<file path="config.mk">
export PLATFORM = sky130hd
export DESIGN_NAME = ifetch_queue_flat
export DESIGN_NICKNAME = d
export VERILOG_FILES = /design/src/rtl/pipeline_pkg.sv /design/src/rtl/ifetch_queue_if.sv /design/src/rtl/ifetch_fifo.sv /design/src/rtl/ifetch_queue.sv /design/src/flat_wrapper.sv
export SDC_FILE = /design/constraint.sdc
export NUM_CORES = 1
export LEC_CHECK = 0
export ABC_CLOCK_PERIOD_IN_PS = 3000
export CAP_MARGIN = 20
export CORE_UTILIZATION = 55
export CTS_CLUSTER_DIAMETER = 60
export DETAILED_ROUTE_END_ITERATION = 12
export MAX_ROUTING_LAYER = met4
export PLACE_DENSITY = 0.86
export SYNTH_ARGS = -nofsm -noshare
export SYNTH_HDL_FRONTEND = slang
export SYNTH_SLANG_ARGS = --single-unit
</file>
<file path="constraint.sdc">
create_clock -name clk -period 3 [get_ports clk]
set_clock_uncertainty 0.1 [all_clocks]
set_input_delay 0.45 -clock clk [delete_from_list [all_inputs] [get_ports clk]]
set_output_delay 0.45 -clock clk [all_outputs]
set_load 0.05 [all_outputs]
</file>
<file path="src/rtl/pipeline_pkg.sv">
// rtl/pipeline_pkg.sv - shared fetch/decode pipeline types and constants
package pipeline_pkg;

    localparam int PC_W    = 7;
    localparam int INSTR_W = 32;
    localparam logic [INSTR_W-1:0] NOP = 32'h0;

    typedef struct packed {
        logic [INSTR_W-1:0] instr;
        logic [PC_W-1:0]    pc_next;
    } fetch_entry_t;

    function automatic logic [PC_W-1:0] pc_inc(input logic [PC_W-1:0] pc);
        return pc + {{(PC_W-1){1'b0}}, 1'b1};
    endfunction

endpackage

</file>
<file path="src/rtl/ifetch_queue_if.sv">
// rtl/ifetch_queue_if.sv - fetch stage bus: control, instruction memory, decode handshake
interface ifetch_queue_if;
    import pipeline_pkg::*;

    logic               enable;
    logic               br_taken;
    logic [PC_W-1:0]    br_target;
    logic               imem_req;
    logic [PC_W-1:0]    imem_addr;
    logic [INSTR_W-1:0] imem_rdata;
    logic               id_valid;
    logic               id_ready;
    logic [INSTR_W-1:0] id_instr;
    logic [PC_W-1:0]    id_pc_next;

    modport master (
        input  enable, br_taken, br_target, imem_rdata, id_ready,
        output imem_req, imem_addr, id_valid, id_instr, id_pc_next
    );

    modport slave (
        output enable, br_taken, br_target, imem_rdata, id_ready,
        input  imem_req, imem_addr, id_valid, id_instr, id_pc_next
    );

endinterface

</file>
<file path="src/rtl/ifetch_fifo.sv">
// rtl/ifetch_fifo.sv - synchronous prefetch FIFO with flush and occupancy count
module ifetch_fifo
    import pipeline_pkg::*;
#(
    parameter  int DEPTH = 4,
    localparam int AW    = $clog2(DEPTH)
) (
    input  logic         clk,
    input  logic         rst,
    input  logic         flush,
    input  logic         push,
    input  fetch_entry_t push_data,
    input  logic         pop,
    output fetch_entry_t head,
    output logic         valid,
    output logic [AW:0]  count
);

    fetch_entry_t    mem [DEPTH];
    logic [AW-1:0]   wr_ptr;
    logic [AW-1:0]   rd_ptr;
    logic            do_pop;

    assign valid  = (count != '0);
    assign do_pop = pop && valid;
    assign head   = mem[rd_ptr];

    always_ff @(posedge clk) begin
        if (push && !flush) begin
            mem[wr_ptr] <= push_data;
        end
    end

    // Flush shares the reset path: it outranks any push or pop in the same cycle.
    always_ff @(posedge clk) begin
        if (!rst || flush) begin
            wr_ptr <= '0;
            rd_ptr <= '0;
            count  <= '0;
        end else begin
            if (push) begin
                wr_ptr <= wr_ptr + AW'(1);
            end
            if (do_pop) begin
                rd_ptr <= rd_ptr + AW'(1);
            end
            count <= count + (AW+1)'(push) - (AW+1)'(do_pop);
        end
    end

    always_ff @(posedge clk) begin
        if (rst && !flush) begin
            assert (!(push && !do_pop && count == (AW+1)'(DEPTH)));
        end
    end

endmodule

</file>
<file path="src/rtl/ifetch_queue.sv">
// rtl/ifetch_queue.sv - fetch stage: PC, credit-based imem requests, prefetch queue (IFETCH_PERF_CNT_EN adds counters)
module ifetch_queue
    import pipeline_pkg::*;
#(
    parameter int DEPTH = 4
) (
    input  logic        clk,
    input  logic        rst,
    ifetch_queue_if.master bus
`ifdef IFETCH_PERF_CNT_EN
    ,
    output logic [31:0] perf_stall_cnt,
    output logic [15:0] perf_flush_cnt
`endif
);

    localparam int AW = $clog2(DEPTH);

    logic [PC_W-1:0] pc;
    logic [PC_W-1:0] inflight_addr;
    logic [PC_W-1:0] issue_addr;
    logic            inflight;
    logic            issue;
    logic            push;
    logic            pop;
    logic            head_valid;
    logic [AW:0]     fifo_count;
    logic [AW+1:0]   credit_used;
    fetch_entry_t    push_data;
    fetch_entry_t    head;

    // Every outstanding request owns a queue slot, so a landing response never overflows.
    assign credit_used = {1'b0, fifo_count} + {{(AW+1){1'b0}}, inflight};
    assign issue       = rst && (bus.br_taken || (bus.enable && credit_used < (AW+2)'(DEPTH)));
    assign issue_addr  = (rst && bus.br_taken) ? bus.br_target : pc;

    assign bus.imem_req  = issue;
    assign bus.imem_addr = issue_addr;

    always_ff @(posedge clk) begin
        if (!rst) begin
            pc            <= '0;
            inflight      <= 1'b0;
            inflight_addr <= '0;
        end else begin
            inflight <= issue;
            if (issue) begin
                pc            <= pc_inc(issue_addr);
                inflight_addr <= issue_addr;
            end
        end
    end

    // A redirect kills the response landing this cycle; the target request is the new in-flight one.
    assign push      = inflight && !bus.br_taken;
    assign pop       = head_valid && bus.id_ready;
    assign push_data = '{instr: bus.imem_rdata, pc_next: pc_inc(inflight_addr)};

    ifetch_fifo #(.DEPTH(DEPTH)) u_fifo (
        .clk       (clk),
        .rst       (rst),
        .flush     (bus.br_taken),
        .push      (push),
        .push_data (push_data),
        .pop       (pop),
        .head      (head),
        .valid     (head_valid),
        .count     (fifo_count)
    );

    assign bus.id_valid   = head_valid;
    assign bus.id_instr   = head_valid ? head.instr : NOP;
    assign bus.id_pc_next = head_valid ? head.pc_next : '0;

`ifdef IFETCH_PERF_CNT_EN
    always_ff @(posedge clk) begin
        if (!rst) begin
            perf_stall_cnt <= '0;
            perf_flush_cnt <= '0;
        end else begin
            if (head_valid && !bus.id_ready && perf_stall_cnt != '1) begin
                perf_stall_cnt <= perf_stall_cnt + 32'd1;
            end
            if (bus.br_taken && perf_flush_cnt != '1) begin
                perf_flush_cnt <= perf_flush_cnt + 16'd1;
            end
        end
    end
`endif

endmodule
</file>
<file path="src/flat_wrapper.sv">
// flat-port wrapper written by rule: the top's interface ports become plain ports
module ifetch_queue_flat import pipeline_pkg::*;
#(
    parameter int DEPTH = 4
)
  (clk, rst, bus_enable, bus_br_taken, bus_br_target, bus_imem_rdata, bus_id_ready, bus_imem_req, bus_imem_addr, bus_id_valid, bus_id_instr, bus_id_pc_next);
  ifetch_queue_if bus_i ();
  input  logic clk;
  input  logic rst;
  input wire logic [$bits(bus_i.enable)-1:0] bus_enable;
  input wire logic [$bits(bus_i.br_taken)-1:0] bus_br_taken;
  input wire logic [$bits(bus_i.br_target)-1:0] bus_br_target;
  input wire logic [$bits(bus_i.imem_rdata)-1:0] bus_imem_rdata;
  input wire logic [$bits(bus_i.id_ready)-1:0] bus_id_ready;
  output wire logic [$bits(bus_i.imem_req)-1:0] bus_imem_req;
  output wire logic [$bits(bus_i.imem_addr)-1:0] bus_imem_addr;
  output wire logic [$bits(bus_i.id_valid)-1:0] bus_id_valid;
  output wire logic [$bits(bus_i.id_instr)-1:0] bus_id_instr;
  output wire logic [$bits(bus_i.id_pc_next)-1:0] bus_id_pc_next;
  assign bus_i.enable = bus_enable;
  assign bus_i.br_taken = bus_br_taken;
  assign bus_i.br_target = bus_br_target;
  assign bus_i.imem_rdata = bus_imem_rdata;
  assign bus_i.id_ready = bus_id_ready;
  assign bus_imem_req = bus_i.imem_req;
  assign bus_imem_addr = bus_i.imem_addr;
  assign bus_id_valid = bus_i.id_valid;
  assign bus_id_instr = bus_i.id_instr;
  assign bus_id_pc_next = bus_i.id_pc_next;
  ifetch_queue #(.DEPTH(DEPTH)) u_core (.clk(clk), .rst(rst), .bus(bus_i));
endmodule
</file>
Word-level counts from Yosys, hierarchy flattened
Memories as Yosys holds them, arrays and structs flattened. A register that Yosys moved wholly into a read port is not among the register bits.
Cells that the tools add are included.
{"block": "word_totals", "ff_bits": 22, "mem_count": 1, "elab_cells": 34, "romBits": 0, "latchBits": 0, "in_bits": 44, "ram_bits": 156}
{"block": "classes", "n_reduce_logical": 12, "mul": 0, "muxes": 7, "magnitude_cmp": 1, "n_div": 0, "n_eq_ne": 0, "shifts": 0, "addsub": 7, "bitwise_logic": 0}
{"memory": "u_core.u_fifo.mem", "words": 4, "width": 39, "rd": 1, "rd_ports_with_merged_regs": 1, "write_ports": 1, "line_no": "ifetch_fifo.sv:19", "source": "fetch_entry_t mem [DEPTH];"}
{"op": "32-bit two-way mux", "count": 1}
{"op": "7-bit by 1-bit adder with 7-bit output, second input constant", "count": 2}
{"op": "7-bit two-way mux", "count": 2}
{"op": "1-bit logical AND", "count": 7}
{"op": "2-bit by 1-bit adder with 2-bit output, second input constant", "count": 2}
{"op": "3-bit by 1-bit adder with 4-bit output", "count": 1}
{"op": "4-bit by 3-bit < comparator with 1-bit output, second input constant", "count": 1}
{"op": "2-bit two-way mux", "count": 2}
{"op": "3-bit by 1-bit adder with 3-bit output", "count": 1}
{"op": "3-bit nonzero test", "count": 1}
{"op": "3-bit by 1-bit subtractor with 3-bit output", "count": 1}
{"op": "1-bit zero test", "count": 2}
{"op": "1-bit logical OR", "count": 2}
{"op": "1-bit two-way mux", "count": 2}

Logic depth before layout (Yosys ltp)
Gate-level depths: netlist (run 1).
{"block": "depth", "word_depth": 5, "depth_mapped": 9, "ltp_nobuf": 9}

Modules after synthesis
From an unflattened synthesis (run 1), not the netlist that was laid out.
{"block": "unflattened", "cells_unflattened": 407, "area_unflattened_um2": 7322.0}
{"module": "ifetch_fifo", "seq_area_each_um2": 4864.7, "n_inst": 1, "cells_per_inst": 251, "area_per_inst_um2": 6108.4}
{"module": "ifetch_queue", "seq_area_each_um2": 300.3, "n_inst": 1, "cells_per_inst": 156, "area_per_inst_um2": 1213.7}

Worst setup path before layout (run 1)
Ideal clock, no wire load.
{"block": "synth_timing", "path_type": "reg-to-output", "from": "reg (tool-made name)", "to": "out bus_id_instr[21]", "required_ns": 2.450, "n_path_buf": 2, "stages_incl_launch_ff": 5, "slack_ns": 0.774, "arrival_ns": 1.676, "path_cell_list": "dfxtp_1 > buf_2 > buf_4 > mux4_2 > and2_1"}
{"element": "to (decl)", "line_no": "flat_wrapper.sv:18", "source": "output wire logic [$bits(bus_i.id_instr)-1:0] bus_id_instr;"}

Worst setup path in the final report (run 1)
{"block": "layout_timing", "from": "reg u_core.u_fifo.count[1]", "to": "out bus_imem_req"}
{"block": "layout_via", "elab_chain_len": 5}
{"element": "from (decl)", "line_no": "ifetch_fifo.sv:16", "source": "output logic [AW:0] count"}
{"element": "from (signal assigned)", "line_no": "ifetch_fifo.sv:47", "source": "count <= count + (AW+1)'(push) - (AW+1)'(do_pop);"}
{"element": "3-bit by 1-bit adder with 4-bit output", "line_no": "ifetch_queue.sv:33", "source": "assign credit_used = {1'b0, fifo_count} + {{(AW+1){1'b0}}, inflight};"}
{"element": "4-bit by 3-bit < comparator with 1-bit output", "line_no": "ifetch_queue.sv:34", "source": "assign issue = rst && (bus.br_taken || (bus.enable && credit_used < (AW+2)'(DEPTH)));"}
{"element": "1-bit logical AND", "line_no": "ifetch_queue.sv:34"}
{"element": "1-bit logical OR", "line_no": "ifetch_queue.sv:34"}
{"element": "1-bit logical AND", "line_no": "ifetch_queue.sv:34"}
{"element": "to (decl)", "line_no": "flat_wrapper.sv:15", "source": "output wire logic [$bits(bus_i.imem_req)-1:0] bus_imem_req;"}
No other way between the ends.

==> metrics, run 1 <==
outcome finished, final reports clean; 1st-iter DRT viols 340; gpl congestion 0.911; Leakage Power 3.10 nW; largest net degree at the start of global routing 41; htree depth 4; fmax 377 MHz; slowest stage delay, CP 420 ps; vias after detailed routing 3849; Critical Path RT 2450 ps; most frequent cells in the layout edfxtp_1 (156), buf_4 (56), clkdlybuf4s50_1 (43), and2_1 (41), mux4_2 (39); # port buffers 91; Max Slew Vio Count 0; Max Cap Viol 0; diode count 0; Post-DP HPWL 8100 um; crit start category flop; Cells after Synth 402; Synth top area share 64.9%; kind of critical path flop to primary output; Final setup viols 0; Final TNS setup 0 ps; Worst Tran Pin Value 604 ps; largest area contributor in the netlist edfxtp_1; Psw 0.00128 W; fin crit share 88.4%; Final Net Count 562; RSZ-0062 raised after global routing no; fin cells 693; R2R Path Start u_core.u_fifo.count[1]; TritonCTS clock tree yes; Crit. path cell count 6; Cells after DPL 661; Die X 117 um; Crit. Startpoint u_core.u_fifo.count[1]; commonest non-fill, non-tap cell in the layout edfxtp_1; Post-DRT Antenna Nets 0; Max VDD drop 0.000378 V; setup repair bufs after CTS 0; Clock Pin Slew Worst Setup and Hold Paths 60 ps; flop2flop setup slack 700 ps; Skew-Pair Late Insertion Delay 420 ps; Syn Area/Cell 17.9 um2; DR vias/cell 5.55; CP endpoint bus_imem_req; Cell Area, Synth 7210 um2; pwr/cell area 612 nW/um2; vias in the first global route 3941; CTS Buf Count 17; clock power share 37.3%; cts hold-fix bufs 0; GRT Total Usage 21.6%; gr ovfl total 0; Synth area leaders edfxtp_1 (65%), mux4_2 (12%), dfxtp_1 (6.7%); starting density of the core 56.7%; routed len/inst 18.9 um; Yosys warning total 0; Sw Ratio 23.6%; number of synthesized flops with an enable pin 156; WL final 13100 um; slowest CP cell dfxtp_1; Flop pwr share 51.8%; Main synth FF type edfxtp_1; die height 117 um; worst path bufs/invs 2; Initial DRT Pass Iterations 4; FP Rows 41; HP Class flop to flop; Reg-to-Reg End u_core.u_fifo.count[2]; Max FO, Critical Path 14; CORE AREA 12700 um2; Final Hold Fails 0; # resized after CTS 0; Setup crit end kind primary output; worst path arrival time 2100 ps; first-pass GRT wire length 20400 um; Synthesized Nets 456; post-synth cell types 40; crit path cell chain ha_1 > and4b_1 > a211oi_1 > o21a_1 > inv_2 > buf_12; die area 13600 um2; IO Count 92; Gate power share 11.0%; layout overhead on the synthesized area 22.8%; drt drc 0; initial antenna violation count 0; share of layout cells above drive strength 1 27.3%; Seq cells post-synth 180; CTS Root Cell clkbuf_16; worst rel slew slack 59.8%; fin crit period 2650 ps; Int Power 0.00415 W; Sink Count 180; Clock Path Buffers 2; Largest delay share family, worst path compound AO/OA/AOI/OAI gates; Reg2Reg Depth 9; Synth async-reset ratio 0%; post-synthesis sequential area ratio 71.6%
flip-flops by register name, summed over array words and instances, names as in the netlist, named ones only:
signal / count
u_core.u_fifo.mem: 156
u_core.inflight_addr: 7
u_core.pc: 7
u_core.u_fifo.count: 3
u_core.u_fifo.rd_ptr: 2
u_core.u_fifo.wr_ptr: 2
u_core.inflight: 1
tightest hold or removal path, delay by kind of cell, from the launching register on:
family           cells  cell delay, ps
flip-flops           1             320
AND/OR/NAND/NOR      1              60
multiplexers         1              60
metrics by stage:
step                      power [W]  utilization (%)  setup slack, ps  instance area, um2  hold slack, ps
final                       0.00542             69.6              348                8860             386
after global routing        0.00561             69.6              200                8860             393
after CTS                   0.00547             69.6              313                8860             382
after detailed placement    0.00346             65.4              353                8320             373
after global placement      0.00344             65.4              422                8320             365
after floorplan             0.00323                -              774                7210             335
Yosys cell counts, drive strengths merged, types with 3 or more instances:
| master | instances |
|---|---|
| edfxtp | 156 |
| nor2 | 10 |
| clkbuf | 9 |
| xor2 | 6 |
| nand2 | 24 |
| xnor2 | 5 |
| and2 | 46 |
| ha | 9 |
| buf | 9 |
| mux4 | 39 |
| a21boi | 8 |
| dfxtp | 24 |
| a21oi | 3 |
| o21ai | 4 |
| mux2i | 6 |
| mux2 | 4 |
| inv | 12 |
| nand3 | 5 |
final cells by class:
type	instances	area (um2)
Clock buffer	18	429
Clock inverter	14	113
Fill cell	821	3860
Inverter	12	45.0
Multi-Input combinational cell	192	1920
Sequential cell	180	5170
Tap cell	172	215
Timing Repair Buffer	105	971
logic make-up (layout without fill, tap and decap cells):
family	after synthesis	count (layout)	synth area share [%]
AO/OA/AOI/OAI	23	23	2.19
flip-flops	180	180	71.6
multiplexers	49	49	13.7
AND/OR/NAND/NOR	99	99	7.48
XOR/XNOR	11	11	1.34
adder cells (fa/ha/maj)	10	10	1.84
buffers and inverters	30	149	1.89
power groups by stage:
stage               Sequential [W]  Clock [W]  Combinational (W)
floorplan                  0.00285          0           0.000373
global placement           0.00285          0           0.000586
detailed placement         0.00286          0           0.000599
CTS                        0.00281    0.00206           0.000602
global route               0.00281    0.00217           0.000636
finish                     0.00281    0.00202           0.000595
layer usage:
layer / vias to the layer above / GRT usage [%] / wire [um]
li1: 1761 / - / -
met1: 1932 / 26.6 / 5460
met2: 139 / 35.0 / 6710
met4: 0 / 8.61 / 194
met5: - / - / 0
met3: 17 / 5.14 / 722
worst min path at each step:
| stage | to | slack (ps) | start | depth (start not counted) |
|---|---|---|---|---|
| global route | u_core.pc[1] | 390 | u_core.pc[1] | 2 |
| floorplan | u_core.pc[6] | 340 | u_core.pc[6] | 2 |
| global placement | u_core.pc[1] | 360 | u_core.pc[1] | 2 |
| detailed placement | u_core.pc[6] | 370 | u_core.pc[6] | 2 |
| finish | u_core.pc[6] | 390 | u_core.pc[6] | 2 |
| CTS | u_core.pc[6] | 380 | u_core.pc[6] | 2 |
(Power assumes the default switching activity.)
==> run 2, diff against run 1 <==
--- a/config.mk
+++ b/config.mk
@@ -8,10 +8,11 @@
 export ABC_CLOCK_PERIOD_IN_PS = 3000
 export CAP_MARGIN = 20
 export CORE_UTILIZATION = 55
-export CTS_CLUSTER_DIAMETER = 60
+export CTS_CLUSTER_DIAMETER = 80
 export DETAILED_ROUTE_END_ITERATION = 12
 export MAX_ROUTING_LAYER = met4
 export PLACE_DENSITY = 0.86
+export SKIP_LAST_GASP = 1
 export SYNTH_ARGS = -nofsm -noshare
 export SYNTH_HDL_FRONTEND = slang
 export SYNTH_SLANG_ARGS = --single-unit
==> results of run 2 <==
The final DEF is identical to that of run 1; final timing and power are the same.
